==> config.mk <==
export PLATFORM = sky130hd
export DESIGN_NAME = bin2bcd_seq
export DESIGN_NICKNAME = d
export VERILOG_FILES = /design/src/rtl/bin2bcd_seq_pkg.sv /design/src/rtl/bin2bcd_seq_add3_digit.sv /design/src/rtl/bin2bcd_seq.sv
export SDC_FILE = /design/constraint.sdc
export NUM_CORES = 1
export LEC_CHECK = 0
export ABC_AREA = 1
export ABC_CLOCK_PERIOD_IN_PS = 2400
export BUFFER_PORTS_ARGS = -buffer_cell sky130_fd_sc_hd__buf_2
export CORE_MARGIN = 8
export CORE_UTILIZATION = 60
export DETAILED_ROUTE_END_ITERATION = 16
export PLACE_DENSITY = 0.94
export SKIP_LAST_GASP = 1
export SYNTH_ARGS = -nofsm -noshare
export SYNTH_HDL_FRONTEND = slang
export SYNTH_SLANG_ARGS = --single-unit
==> constraint.sdc <==
create_clock -name clk -period 2.4 [get_ports clk]
set_input_delay 0.36 -clock clk [delete_from_list [all_inputs] [get_ports clk]]
set_output_delay 0.36 -clock clk [all_outputs]
set_load 0.01 [all_outputs]
==> src/rtl/bin2bcd_seq_pkg.sv <==
// Shared definitions for the binary-to-BCD converter: FSM states and BCD display limits.
package bin2bcd_seq_pkg;

  typedef enum logic [1:0] {
    ST_IDLE  = 2'd0,
    ST_SHIFT = 2'd1,
    ST_DONE  = 2'd2
  } state_t;

  localparam int unsigned BCD_DIGITS = 4;
  localparam int unsigned DIGIT_W    = 4;
  localparam int unsigned BCD_MAX    = 9999;
  // A 14-bit input reaches 16383, so the accumulator needs a fifth digit.
  localparam int unsigned ACC_DIGITS = 5;
  localparam int unsigned ACC_W      = ACC_DIGITS * DIGIT_W;
  localparam int unsigned CODE_W     = BCD_DIGITS * DIGIT_W;

  localparam logic [CODE_W-1:0] CLAMP_CODE = 16'h9999;

endpackage

==> src/rtl/bin2bcd_seq_add3_digit.sv <==
// One BCD digit correction step of the shift-and-add-3 algorithm.
module bcd_add3_digit (
  input  logic [3:0] digit,
  output logic [3:0] adjusted
);

  always_comb begin
    adjusted = digit;
    if (digit >= 4'd5)
      adjusted = digit + 4'd3;
  end

endmodule

==> src/rtl/bin2bcd_seq.sv <==
// Sequential binary-to-8421 BCD converter, one input bit per cycle, start/busy/done handshake.
// Define BIN2BCD_CLAMP_EN to show 9999 for values above MAX_VAL instead of the low four digits.
module bin2bcd_seq
  import bin2bcd_seq_pkg::*;
#(
  parameter int BIN_W   = 14,
  parameter int MAX_VAL = 9999
) (
  input  logic               clk,
  input  logic               rst_n,
  input  logic [BIN_W-1:0]   bin_in,
  input  logic               start,
  output logic               busy,
  output logic               done,
  output logic [CODE_W-1:0]  seg_8421_code,
  output logic               ovf
);

  localparam int unsigned CNT_W = (BIN_W > 1) ? $clog2(BIN_W + 1) : 1;
  localparam logic [CNT_W-1:0] LAST_SHIFT = CNT_W'(BIN_W - 1);
  localparam bit DIGIT_TEST = (MAX_VAL == int'(BCD_MAX));

  state_t             state;
  logic [BIN_W-1:0]   shreg;
  logic [ACC_W-1:0]   acc;
  logic [ACC_W-1:0]   acc_adj;
  logic [CNT_W-1:0]   cnt;
  logic               big;
  logic               over;

  for (genvar g = 0; g < int'(ACC_DIGITS); g++) begin : g_add3
    bcd_add3_digit u_add3 (
      .digit    (acc[g*DIGIT_W +: DIGIT_W]),
      .adjusted (acc_adj[g*DIGIT_W +: DIGIT_W])
    );
  end

  // With the 4-digit display limit the fifth BCD digit alone flags overflow;
  // any other limit falls back to a compare captured with the input.
  always_comb begin
    over = big;
    if (DIGIT_TEST)
      over = (acc[ACC_W-1 -: DIGIT_W] != '0);
  end

  always_ff @(posedge clk) begin
    if (!rst_n) begin
      state         <= ST_IDLE;
      busy          <= 1'b0;
      done          <= 1'b0;
      seg_8421_code <= '0;
      ovf           <= 1'b0;
      shreg         <= '0;
      acc           <= '0;
      cnt           <= '0;
      big           <= 1'b0;
    end else begin
      done <= 1'b0;
      unique case (state)
        ST_IDLE: begin
          if (start) begin
            shreg <= bin_in;
            acc   <= '0;
            cnt   <= '0;
            big   <= (32'(bin_in) > 32'(MAX_VAL));
            state <= ST_SHIFT;
          end
        end
        ST_SHIFT: begin
          acc   <= {acc_adj[ACC_W-2:0], shreg[BIN_W-1]};
          shreg <= shreg << 1;
          cnt   <= cnt + 1'b1;
          busy  <= 1'b1;
          if (cnt == LAST_SHIFT)
            state <= ST_DONE;
        end
        ST_DONE: begin
`ifdef BIN2BCD_CLAMP_EN
          seg_8421_code <= over ? CLAMP_CODE : acc[CODE_W-1:0];
`else
          seg_8421_code <= acc[CODE_W-1:0];
`endif
          ovf   <= over;
          done  <= 1'b1;
          busy  <= 1'b0;
          state <= ST_IDLE;
        end
        default: state <= ST_IDLE;
      endcase
    end
  end

endmodule

Word level (Yosys, flattened, before mapping)
Index checks and enable logic that the tools add are counted.
- register bits: 59
- input port bits: 17
- output and inout bits: 19
- logic and storage cells: 46
- add/subtract/negate cells: 6
- order comparisons: 5
- equal/unequal tests: 5
- mux-type cells: 16
- reduce and logical (&&, ||, !) cells: 6
- operator list (operator ; number):
    $pmux 20 s2 ; 1
    $pmux 14 s2 ; 1
    $ge 4x3->1 const B ; 5
    $mux 20 ; 1
    $mux 4 ; 5
    $add 4x2->4 const B ; 4
    $mux 14 ; 1
    $pmux 4 s2 ; 1
    $add 4x1->4 const B ; 1
    $eq 4x4->1 const B ; 1
    $mux 2 ; 2
    $ne 2x2->1 const B ; 2
    $pmux 2 s2 ; 1
    $reduce_and 2->1 ; 2
    $reduce_bool 2->1 ; 2
    $reduce_bool 4->1 ; 1
    $add 3x2->3 const B ; 1
    $mux 3 ; 1
    $eq 2x1->1 const B ; 1
    $eq 2x2->1 const B ; 1
    $logic_not 2->1 ; 1
    $pmux 1 s2 ; 1
    $mux 1 ; 1

Logic depth before layout (Yosys ltp)
Gate-level depths: netlist of run 1.
- word-level depth: 3
- mapped depth: 10

Cells and area by module
Synthesis of run 1 repeated with hierarchy kept, for this count alone.
- cell total of the unflattened synthesis: 442
- area, all modules: 3062.9 µm²
- modules (own cells, without submodules) (module ; times used ; cells each ; area an instance (µm²) ; seq. area each (µm²)):
    bin2bcd_seq ; 1 ; 327 ; 2387.3 ; 1181.1
    bcd_add3_digit ; 5 ; 23 ; 135.1 ; 0.0

Worst setup path after synthesis of run 1
Ideal clock, no wire load.
- kind: register -> register
- start: register state[1]
- end: register shreg[10]
- library setup time: 116 ps
- arrival time: 1223 ps
- required time: 2284 ps
- setup slack: 1061 ps
- stages on the path, launching flop included: 9
- path buffers: 2
- period minus slack after synthesis: 1339 ps
- cells stage by stage: dfxtp_1 -> inv_1 -> ha_1 -> buf_4 -> nand2_4 -> nand2_8 -> buf_4 -> o21ai_0 -> nor2_1
- longest elaborated chain between the ends: 3
- elaborated cells between the ends (all ways): 6
- RTL lines (item ; RTL line ; text):
    start: declaration ; bin2bcd_seq.sv:23 ; state_t state;
    start signal: assignment ; bin2bcd_seq.sv:48 ; state <= ST_IDLE;
    start signal: assignment ; bin2bcd_seq.sv:66 ; state <= ST_SHIFT;
    start signal: assignment ; bin2bcd_seq.sv:75 ; state <= ST_DONE;
    $eq 2x1->1 or $logic_not 2->1 (tied branches) ; bin2bcd_seq.sv:59 ; unique case (state)
    $reduce_bool 2->1 (no line) or $ne 2x2->1 (tied branches) ; - ;
    $reduce_and 2->1 (no line) ; - ;
    end signal: assignment ; bin2bcd_seq.sv:62 ; shreg <= bin_in;
    end signal: assignment ; bin2bcd_seq.sv:71 ; shreg <= shreg << 1;
    end: declaration ; bin2bcd_seq.sv:24 ; logic [BIN_W-1:0] shreg;
Several ways; a longest one is shown, not always the timed one.
A chain may end at the register's enable or synchronous reset.

Worst setup path after layout of run 1
- start: register state[1]
- end: register acc[8]
- longest elaborated chain between the ends: 3
- elaborated cells between the ends (all ways): 6
- RTL lines (item ; RTL line ; text):
    $eq 2x1->1 or $logic_not 2->1 (tied branches) ; bin2bcd_seq.sv:59 ;
    $reduce_bool 2->1 (no line) or $ne 2x2->1 (tied branches) ; - ;
    $reduce_and 2->1 (no line) ; - ;
    end signal: assignment ; bin2bcd_seq.sv:70 ; acc <= {acc_adj[ACC_W-2:0], shreg[BIN_W-1]};
    end: declaration ; bin2bcd_seq.sv:25 ; logic [ACC_W-1:0] acc;
Several ways; a longest one is shown, not always the timed one.

==> flow_metrics.env, run 1 <==
export IMPL_wire_per_inst_um=13.0
export IMPL_drive_gt1_share_pct=19.6
export IMPL_cts_tree="yes"
export IMPL_cts_setup_buffers=0
export IMPL_setup_worst_path_start_class="register"
export IMPL_synth_flop_cell="sky130_fd_sc_hd__dfxtp_1"
export IMPL_cts_stage_hold_buffer_count=0
export IMPL_cts_buffers=9
export IMPL_cpMaxStageDelayCell="sky130_fd_sc_hd__dfxtp_1"
export IMPL_cellPowerDensity_nw_per_um2=927
export IMPL_number_of_flops_mapped_to_enable_cells_by_yosys=0
export IMPL_syn_avg_cell_area_um2=7.36
export IMPL_die_area_um2=7510
export IMPL_totalPowerFinal_w=0.00307
export IMPL_netlist_top_cell_by_area="sky130_fd_sc_hd__dfxtp_1"
export IMPL_via_count=2698
export IMPL_clkSinkCount=59
export IMPL_via_count_of_the_first_global_routing_pass=2652
export IMPL_reg2reg_to="acc[8]$_SDFFE_PN0P_"
export IMPL_netlist_instances=407
export IMPL_status="completed"
export IMPL_peakVddDrop_mv=0.472
export IMPL_synthTopCellsByCount="sky130_fd_sc_hd__nand2_1, sky130_fd_sc_hd__dfxtp_1, sky130_fd_sc_hd__nor2_1, sky130_fd_sc_hd__o21ai_0, sky130_fd_sc_hd__inv_1"
export IMPL_max_slew_margin_rel_pct=75.5
export IMPL_worst_hold_path_endpoint="shreg[0]$_SDFFE_PN0P_"
export IMPL_antenna_found_initial=0
export IMPL_yosys_cell_types_count=24
export IMPL_proportion_of_synthesized_chip_area_in_sequential_cells_pct=39.4
export IMPL_reg2reg_slack_ns=0.75
export IMPL_critical_path_required_ns=2.69
export IMPL_most_repeated_library_cell_on_the_critical_path="sky130_fd_sc_hd__nor2_1"
export IMPL_finalSetupViolCount=0
export IMPL_io_buffer_count=35
export IMPL_finalCritPeriodShare_pct=68.9
export IMPL_place_congestion=0.888
export IMPL_fmax_mhz=605
export IMPL_worst_skew_pair_late_latency_ns=0.35
export IMPL_via_per_inst=5.29
export IMPL_grt_start_max_net_pins=35
export IMPL_globalRouteMet2Util_pct=30.3
export IMPL_drt_first_iter_violations=194
export IMPL_ios=36
export IMPL_timing_reg2reg_worst_path_depth=9
export IMPL_nets=472
export IMPL_post_synth_top_count_cell="sky130_fd_sc_hd__nand2_1"
export IMPL_grt_total_usage_pct=18.6
export IMPL_cts_root_to_sink_buffers=2
export IMPL_p_leak_nw=1.53
export IMPL_core_area_um2=4750
export IMPL_critical_path_peak_fanout=20
export IMPL_synth_async_sr_flop_share_pct=0
export IMPL_detail_route_wirelength_mm=6.63
export IMPL_post_route_drc_count=0
export IMPL_report_final_hold_viol_count=0
export IMPL_rows=25
export IMPL_dp_final_hpwl_mm=4.26
export IMPL_ys_warnings_count=0
export IMPL_detailedRoute_firstPassIterationCount=4
export IMPL_finalSetupTns_ns=0
export IMPL_groute_layer_met1_usage_pct=21.1
export IMPL_initial_utilization_pct=63.0
export IMPL_critical_path_max_stage_delay_ns=0.32
export IMPL_n_antenna_cell=0
export IMPL_synth_largest_type_area_fraction_pct=39.4
export IMPL_synth_ff_latch_count=59
export IMPL_critical_path_cell_by_cell="inv_1 -> ha_1 -> buf_4 -> nand2_4 -> inv_2 -> nand2_1 -> nor2_1 -> nor2_1 -> nor2_1"
export IMPL_clk_pin_slew_ns=0.07
export IMPL_netlist_top_cells_area="sky130_fd_sc_hd__dfxtp_1, sky130_fd_sc_hd__nand2_1, sky130_fd_sc_hd__ha_1, sky130_fd_sc_hd__nor2_1, sky130_fd_sc_hd__o21ai_0"
export IMPL_timing_critical_path_to_type="register"
export IMPL_grt_met3_usage_pct=5.95
export IMPL_worst_endpoint_arrival_ns=1.94
export IMPL_min_from="bin_in[0]"
export IMPL_grt_pass1_wl_mm=11.4
export IMPL_worstHoldPathCells=3
export IMPL_top_usage_layer="met2"
export IMPL_cts_repair_resized=0
export IMPL_syn_nets=440
export IMPL_setup_repair_after_global_routing_missed_its_margin="no"
export IMPL_floorplan_die_height_um=86.7
export IMPL_mappedNetlistArea_um2=3000
export IMPL_clockRootBuffer="sky130_fd_sc_hd__clkbuf_8"
export IMPL_num_fill_cells=402
export IMPL_antenna_violating_nets_post_route=0
export IMPL_critPathKind="reg2reg"
export IMPL_max_cap_viol_count=0
export IMPL_fin_skew_ns=0.00558
export IMPL_overflow=0
export IMPL_slew_violations=0
export IMPL_min_delay_path_class="in2reg"
export IMPL_timing_rr_start="state[1]$_SDFFE_PN0P_"
export IMPL_die_w_um=86.7
export IMPL_htreeDepth=3
export IMPL_layout_area_overhead_vs_synth_pct=10.5
export IMPL_timing_worst_slew_pin_value_ns=0.367
export IMPL_fin_crit_ns=1.65
-- cell type report --
class / count / area, um2 / area share, %
multi-input cells: 293 / 1530 / 46.1
inverters: 37 / 146 / 4.42
well taps: 67 / 83.8 / 2.53
repair buffers: 39 / 205 / 6.20
flip-flops and latches: 59 / 1180 / 35.7
clock inverters: 5 / 30.0 / 0.907
clock buffers: 10 / 138 / 4.16
-- report_power, final --
group / internal [W] / switching (W) / total (W) / leakage, nW
clock: 0.000390 / 0.000401 / 0.000791 / 0.0839
sequential: 0.00118 / 0.000107 / 0.00129 / 0.480
combinational: 0.000308 / 0.000681 / 0.000990 / 0.965
-- critical path, delay by kind of cell, from the launching register on --
| family | cells | cell delay, ns |
|---|---|---|
| AND/OR/NAND/NOR | 5 | 0.50 |
| buffers and inverters | 3 | 0.62 |
| adder cells (fa/ha/maj) | 1 | 0.15 |
| flip-flops | 1 | 0.32 |
-- logic make-up after synthesis --
| kind of cell | after synthesis | share of synthesized area (%) |
|---|---|---|
| buffers and inverters | 55 | 9.65 |
| AOI/OAI and AO/OA | 80 | 15.5 |
| and+or+nand+nor | 197 | 28.7 |
| DFF | 59 | 39.4 |
| adders and majority gates | 16 | 6.68 |
-- cell usage in the layout (no fill, tap or decap) --
master / Yosys / final
sky130_fd_sc_hd__a21oi_2: 12 / 12
sky130_fd_sc_hd__buf_2: 4 / 35
sky130_fd_sc_hd__clkinvlp_4: 0 / 2
sky130_fd_sc_hd__inv_8: 1 / 1
sky130_fd_sc_hd__o22ai_2: 1 / 1
sky130_fd_sc_hd__o211ai_1: 3 / 3
sky130_fd_sc_hd__inv_1: 34 / 34
sky130_fd_sc_hd__nand4_1: 11 / 11
sky130_fd_sc_hd__nand2_2: 15 / 15
sky130_fd_sc_hd__a21oi_1: 25 / 25
sky130_fd_sc_hd__dfxtp_1: 59 / 59
sky130_fd_sc_hd__nand2_1: 91 / 91
sky130_fd_sc_hd__nand2_4: 1 / 1
sky130_fd_sc_hd__o21ai_0: 38 / 38
sky130_fd_sc_hd__nor2_1: 52 / 52
sky130_fd_sc_hd__clkbuf_8: 0 / 10
sky130_fd_sc_hd__buf_4: 4 / 4
sky130_fd_sc_hd__ha_1: 16 / 16
sky130_fd_sc_hd__nand2_8: 1 / 1
sky130_fd_sc_hd__a41oi_1: 1 / 1
sky130_fd_sc_hd__inv_2: 2 / 2
sky130_fd_sc_hd__nand3_1: 26 / 26
sky130_fd_sc_hd__clkinv_2: 0 / 3
-- per-stage QoR --
stage / setup slack (ns) / instances / instance area [um2] / hold slack, ns / util [%]
after floorplan: 1.06 / 407 / 3000 / 0.439 / -
after global placement: 0.890 / 495 / 3140 / 0.448 / 66.1
after detailed placement: 0.822 / 495 / 3140 / 0.457 / 66.1
after CTS: 0.758 / 510 / 3310 / 0.303 / 69.6
after global routing: 0.646 / 510 / 3310 / 0.305 / 69.6
final: 0.747 / 510 / 3310 / 0.306 / 69.6
-- registers in the layout, indices dropped and copies added, names as in the netlist --
register	count
seg_8421_code	16
ovf	1
busy	1
state	2
shreg	14
acc	20
done	1
cnt	4
-- how the worst max path moves through the flow --
stage / startpoint / endpoint / slack [ns] / depth (start not counted)
after global routing: state[1]$_SDFFE_PN0P_ / acc[12]$_SDFFE_PN0P_ / 0.65 / 9
after detailed placement: state[1]$_SDFFE_PN0P_ / acc[16]$_SDFFE_PN0P_ / 0.82 / 8
after global placement: state[1]$_SDFFE_PN0P_ / acc[8]$_SDFFE_PN0P_ / 0.89 / 9
after CTS: state[1]$_SDFFE_PN0P_ / acc[8]$_SDFFE_PN0P_ / 0.76 / 9
final: state[1]$_SDFFE_PN0P_ / acc[8]$_SDFFE_PN0P_ / 0.75 / 9
after floorplan: state[1]$_SDFFE_PN0P_ / shreg[10]$_SDFFE_PN0P_ / 1.06 / 8
-- metal layers --
metal / vias to the layer above / wire length (um)
met5: - / 0
met4: 0 / 178
met3: 17 / 440
met2: 80 / 3140
met1: 1212 / 2870
li1: 1389 / -
(Power assumes the default switching activity.)
==> run 2, diff against run 1 <==
Settings changed: ABC_CLOCK_PERIOD_IN_PS 2400 to 1600, CORE_UTILIZATION 60 to 58, PLACE_DENSITY 0.94 to 0.92.
Clock period 2.4 ns to 1.6 ns, I/O delays scaled along.
==> flow_metrics.env, run 2 (synthesis gave the netlist of run 1 again) <==
export IMPL_status="completed"
export IMPL_p_leak_nw=1.54
export IMPL_rows=26
export IMPL_layout_cell_area_non_filler_um2=3340
export IMPL_critical_path_required_ns=1.86
export IMPL_slew_violations=0
export IMPL_cts_root_to_sink_buffers=2
export IMPL_critical_path_peak_fanout=31
export IMPL_wire_per_inst_um=12.9
export IMPL_layout_common_cells="sky130_fd_sc_hd__nand2_1, sky130_fd_sc_hd__dfxtp_1, sky130_fd_sc_hd__nor2_1"
export IMPL_totalPowerFinal_w=0.00462
export IMPL_worstHoldPathCells=3
export IMPL_timing_worst_slew_pin_value_ns=0.331
export IMPL_report_final_hold_viol_count=0
export IMPL_initial_utilization_pct=59.4
export IMPL_timing_critical_path_to_type="register"
export IMPL_final_common_cell="sky130_fd_sc_hd__nand2_1"
export IMPL_min_from="bin_in[0]"
export IMPL_die_w_um=87.9
export IMPL_via_count_of_the_first_global_routing_pass=2687
export IMPL_critPathKind="reg2reg"
export IMPL_max_cap_viol_count=0
export IMPL_cts_tree="yes"
export IMPL_drt_first_iter_violations=215
export IMPL_via_per_inst=5.25
export IMPL_detailedRoute_firstPassIterationCount=4
export IMPL_cellPowerDensity_nw_per_um2=1390
export IMPL_htreeDepth=3
export IMPL_layout_area_overhead_vs_synth_pct=11.4
export IMPL_timing_reg2reg_worst_path_depth=7
export IMPL_max_slew_margin_rel_pct=77.9
export IMPL_detail_route_wirelength_mm=6.62
export IMPL_post_route_drc_count=0
export IMPL_setup_worst_path_start_class="register"
export IMPL_grt_pass1_wl_mm=11.8
export IMPL_n_antenna_cell=0
export IMPL_detailed_place_area_um2=3170
export IMPL_die_area_um2=7720
export IMPL_registers_with_the_most_flip_flops="acc x20, seg_8421_code x16, shreg x14"
export IMPL_largest_register="acc"
export IMPL_fin_crit_ns=1.46
export IMPL_fmax_mhz=684
export IMPL_cts_stage_hold_buffer_count=0
export IMPL_nets=473
export IMPL_finalSetupViolCount=0
export IMPL_reg2reg_slack_ns=0.14
export IMPL_reg2reg_to="acc[19]$_SDFFE_PN0P_"
export IMPL_clk_pin_slew_ns=0.07
export IMPL_finalCritPeriodShare_pct=91.4
export IMPL_via_count=2700
export IMPL_dp_final_hpwl_mm=4.56
export IMPL_fin_skew_ns=0.00789
export IMPL_place_congestion=0.880
export IMPL_clkSinkCount=59
export IMPL_overflow=0
export IMPL_worst_hold_path_endpoint="shreg[0]$_SDFFE_PN0P_"
export IMPL_grt_start_max_net_pins=32
export IMPL_ios=36
export IMPL_antenna_found_initial=0
export IMPL_cts_buffers=9
export IMPL_min_delay_path_class="in2reg"
export IMPL_antenna_violating_nets_post_route=0
export IMPL_peakVddDrop_mv=0.731
export IMPL_core_area_um2=5040
export IMPL_timing_rr_start="state[1]$_SDFFE_PN0P_"
export IMPL_post_route_util_pct=66.2
export IMPL_io_buffer_count=35
export IMPL_flip_flop_count_of_the_largest_register_after_layout=20
export IMPL_placement_setup_worst_slack_ns=0.0703
export IMPL_grt_total_usage_pct=19.3
export IMPL_post_route_worst_setup_slack_ns=0.138
export IMPL_floorplan_die_height_um=87.9
export IMPL_drive_gt1_share_pct=19.4
export IMPL_clockRootBuffer="sky130_fd_sc_hd__clkbuf_8"
export IMPL_worst_skew_pair_late_latency_ns=0.34
export IMPL_worst_endpoint_arrival_ns=1.73
==> run 2: critical path: stages (launching register included) <==
cell and delay, ns:
sky130_fd_sc_hd__dfxtp_1 0.35, sky130_fd_sc_hd__inv_1 0.07, sky130_fd_sc_hd__ha_1 0.27, sky130_fd_sc_hd__nand2_4 0.16, sky130_fd_sc_hd__nand2_8 0.15, sky130_fd_sc_hd__inv_16 0.17
sky130_fd_sc_hd__nand2_1 0.07, sky130_fd_sc_hd__a21oi_1 0.13
==> run 2: area by class of cell <==
cell class | instances | area [um2]
sequential | 59 | 1180
clock inverter | 3 | 15.0
fill | 443 | 1710
clock buffer | 12 | 145
multi-input combinational | 293 | 1530
timing repair buffer | 40 | 225
inverter | 37 | 158
tap | 70 | 87.6
==> run 2: where the power goes <==
group | internal, W | leakage (nW) | switching [W]
combinational | 0.000499 | 0.976 | 0.00106
clock | 0.000588 | 0.0860 | 0.000550
sequential | 0.00177 | 0.480 | 0.000159
==> run 2: per-stage QoR <==
step                cells  hold slack, ns  setup TNS (ns)
global route          514           0.185        -0.00166
global placement      499           0.451               0
CTS                   514           0.165               0
floorplan             407           0.378               0
finish                514           0.180               0
detailed placement    499           0.462               0
==> run 2: layer usage <==
layer,part of all wire [%],up-vias,GRT usage [%],routed length (um)
li1,-,1386,-,-
met1,43,1220,21.5,2820
met2,48,79,32.6,3150
met3,7.3,15,5.63,480
met4,2.4,0,10.3,161
met5,0,-,0,0
==> run 2: worst max-delay path by stage <==
stage | slack, ns | start | cells after the start | to
floorplan | 0.26 | state[1]$_SDFFE_PN0P_ | 8 | shreg[10]$_SDFFE_PN0P_
global placement | 0.17 | state[0]$_SDFFE_PN0P_ | 9 | acc[12]$_SDFFE_PN0P_
detailed placement | 0.07 | state[1]$_SDFFE_PN0P_ | 9 | acc[8]$_SDFFE_PN0P_
CTS | 0.07 | state[0]$_SDFFE_PN0P_ | 9 | acc[8]$_SDFFE_PN0P_
global route | -0.002 | state[1]$_SDFFE_PN0P_ | 7 | cnt[3]$_SDFFE_PN0P_
finish | 0.14 | state[1]$_SDFFE_PN0P_ | 7 | acc[19]$_SDFFE_PN0P_
==> run 2: timing repair <==
item	4_1_cts	5_1_grt
resized for setup	0	5
buffers inserted	0	0
setup endpoints to repair	0	18
==> run 3, diff against run 2 <==
Settings changed: CORE_MARGIN 8 to 4, MAX_ROUTING_LAYER from default to met4.
==> flow_metrics.env, run 3 (synthesis gave the netlist of run 1 again) <==
export IMPL_overflow=0
export IMPL_cts_root_to_sink_buffers=2
export IMPL_route_layer_met1_wl_mm=3.00
export IMPL_clockRootBuffer="sky130_fd_sc_hd__clkbuf_8"
export IMPL_detailed_place_area_um2=3170
export IMPL_wire_per_inst_um=13.0
export IMPL_drt_first_iter_violations=225
export IMPL_clkSinkCount=59
export IMPL_drive_gt1_share_pct=19.6
export IMPL_peakVddDrop_mv=0.908
export IMPL_multi_input_area_um2=1530
export IMPL_worst_skew_pair_late_latency_ns=0.34
export IMPL_registers_with_the_most_flip_flops="acc x20, seg_8421_code x16, shreg x14"
export IMPL_p_leak_nw=1.54
export IMPL_grt_start_max_net_pins=35
export IMPL_via_count=2753
export IMPL_floorplan_die_height_um=79.9
export IMPL_worst_endpoint_arrival_ns=1.80
export IMPL_detail_route_wirelength_mm=6.62
export IMPL_clk_pin_slew_ns=0.07
export IMPL_core_area_um2=4850
export IMPL_timing_reg2reg_worst_path_depth=7
export IMPL_slew_violations=0
export IMPL_flip_flop_count_of_the_largest_register_after_layout=20
export IMPL_fin_crit_ns=1.52
export IMPL_layout_cell_area_non_filler_um2=3340
export IMPL_grt_pass1_wl_mm=11.4
export IMPL_max_slew_margin_rel_pct=69.3
export IMPL_finalSetupTns_ns=0
export IMPL_setup_worst_path_start_class="register"
export IMPL_critPathKind="reg2reg"
export IMPL_met3RoutedLength_um=383
export IMPL_cts_tree="yes"
export IMPL_critical_path_required_ns=1.88
export IMPL_dp_final_hpwl_mm=4.21
export IMPL_num_fill_cells=398
export IMPL_via_count_of_the_first_global_routing_pass=2676
export IMPL_grt_total_usage_pct=23.1
export IMPL_area_sequential_um2=1180
export IMPL_htreeDepth=3
export IMPL_layout_common_cells="sky130_fd_sc_hd__nand2_1, sky130_fd_sc_hd__dfxtp_1, sky130_fd_sc_hd__nor2_1"
export IMPL_die_w_um=79.9
export IMPL_top_layer_used="met4"
export IMPL_n_antenna_cell=0
export IMPL_fmax_mhz=658
export IMPL_antenna_violating_nets_post_route=0
export IMPL_reg2reg_slack_ns=0.08
export IMPL_cellPowerDensity_nw_per_um2=1400
export IMPL_report_final_hold_viol_count=0
export IMPL_route_met2_wl_mm=3.11
export IMPL_layout_area_overhead_vs_synth_pct=11.6
export IMPL_totalPowerFinal_w=0.00468
export IMPL_via_per_inst=5.40
export IMPL_detailedRoute_firstPassIterationCount=5
export IMPL_die_area_um2=6380
export IMPL_status="completed"
export IMPL_min_delay_path_class="in2reg"
export IMPL_final_common_cell="sky130_fd_sc_hd__nand2_1"
export IMPL_timing_critical_path_to_type="register"
export IMPL_fin_skew_ns=0.00577
export IMPL_place_congestion=0.831
export IMPL_largest_register="acc"
export IMPL_setup_repair_after_global_routing_missed_its_margin="yes"
export IMPL_rows=25
export IMPL_finalCritPeriodShare_pct=95.0
export IMPL_timing_worst_slew_pin_value_ns=0.461
export IMPL_finalSetupViolCount=0
export IMPL_cts_buffers=9
export IMPL_io_buffer_count=35
export IMPL_cts_stage_hold_buffer_count=0
export IMPL_max_cap_viol_count=0
export IMPL_antenna_found_initial=0
export IMPL_nets=472
export IMPL_post_route_drc_count=0
export IMPL_ios=36
export IMPL_worstHoldPathCells=3
export IMPL_initial_utilization_pct=61.8
export IMPL_critical_path_peak_fanout=25
-- run 3: changes by cell type in the layout (fill, tap and decap cells not counted), sizes merged --
cell      before  now
buf           40   39
clkinvlp       0    2
clkbuf        12   10
-- run 3: repair_timing --
action,CTS,global route
setup buffers,0,0
resized for setup,0,4
endpoints found under the setup margin,0,21
-- run 3: report_power, final --
group / total (W) / internal, W / switching [W]
Clock: 0.00119 / 0.000585 / 0.000601
Sequential: 0.00193 / 0.00177 / 0.000156
Combinational: 0.00157 / 0.000495 / 0.00107
Total: 0.00468 / 0.00285 / 0.00183
-- run 3: stage by stage --
stage | util [%] | setup WS (ns) | std cells | hold slack (ns)
floorplan | - | 0.261 | 407 | 0.378
global placement | 65.3 | 0.167 | 495 | 0.451
detailed placement | 65.3 | 0.0675 | 495 | 0.463
CTS | 68.8 | 0.0575 | 510 | 0.171
global route | 68.9 | -0.0562 | 510 | 0.193
finish | 68.9 | 0.0797 | 510 | 0.182
-- run 3: path summary, 6_finish.rpt --
path,start,endpoint
setup / recovery,state[1]$_SDFFE_PN0P_,cnt[3]$_SDFFE_PN0P_
hold / removal,bin_in[0],shreg[0]$_SDFFE_PN0P_
setup reg to reg,state[1]$_SDFFE_PN0P_,cnt[3]$_SDFFE_PN0P_
hold reg to reg,acc[19]$_SDFFE_PN0P_,acc[19]$_SDFFE_PN0P_
-- run 3: worst max-delay path, cell delays in order (launching register included) --
cell,delay (ns)
sky130_fd_sc_hd__dfxtp_1,0.35
sky130_fd_sc_hd__inv_1,0.07
sky130_fd_sc_hd__ha_1,0.27
sky130_fd_sc_hd__nand2_4,0.16
sky130_fd_sc_hd__nand2_8,0.15
sky130_fd_sc_hd__a21oi_1,0.23
sky130_fd_sc_hd__nand2_1,0.10
sky130_fd_sc_hd__nor2_1,0.10
-- run 3: final cells by class --
class	count	area share [%]
Clock buffer	10	4.12
Clock inverter	5	0.899
Inverter	37	4.61
Multi-Input combinational cell	293	45.6
Sequential cell	59	35.3
Tap cell	67	2.51
Timing Repair Buffer	39	6.89
-- run 3: layer usage --
metal | global-route usage [%] | vias to the layer above
met5 | - | -
met2 | 37.0 | 88
li1 | - | 1393
met1 | 26.7 | 1257
met4 | 12.3 | 0
met3 | 5.87 | 15
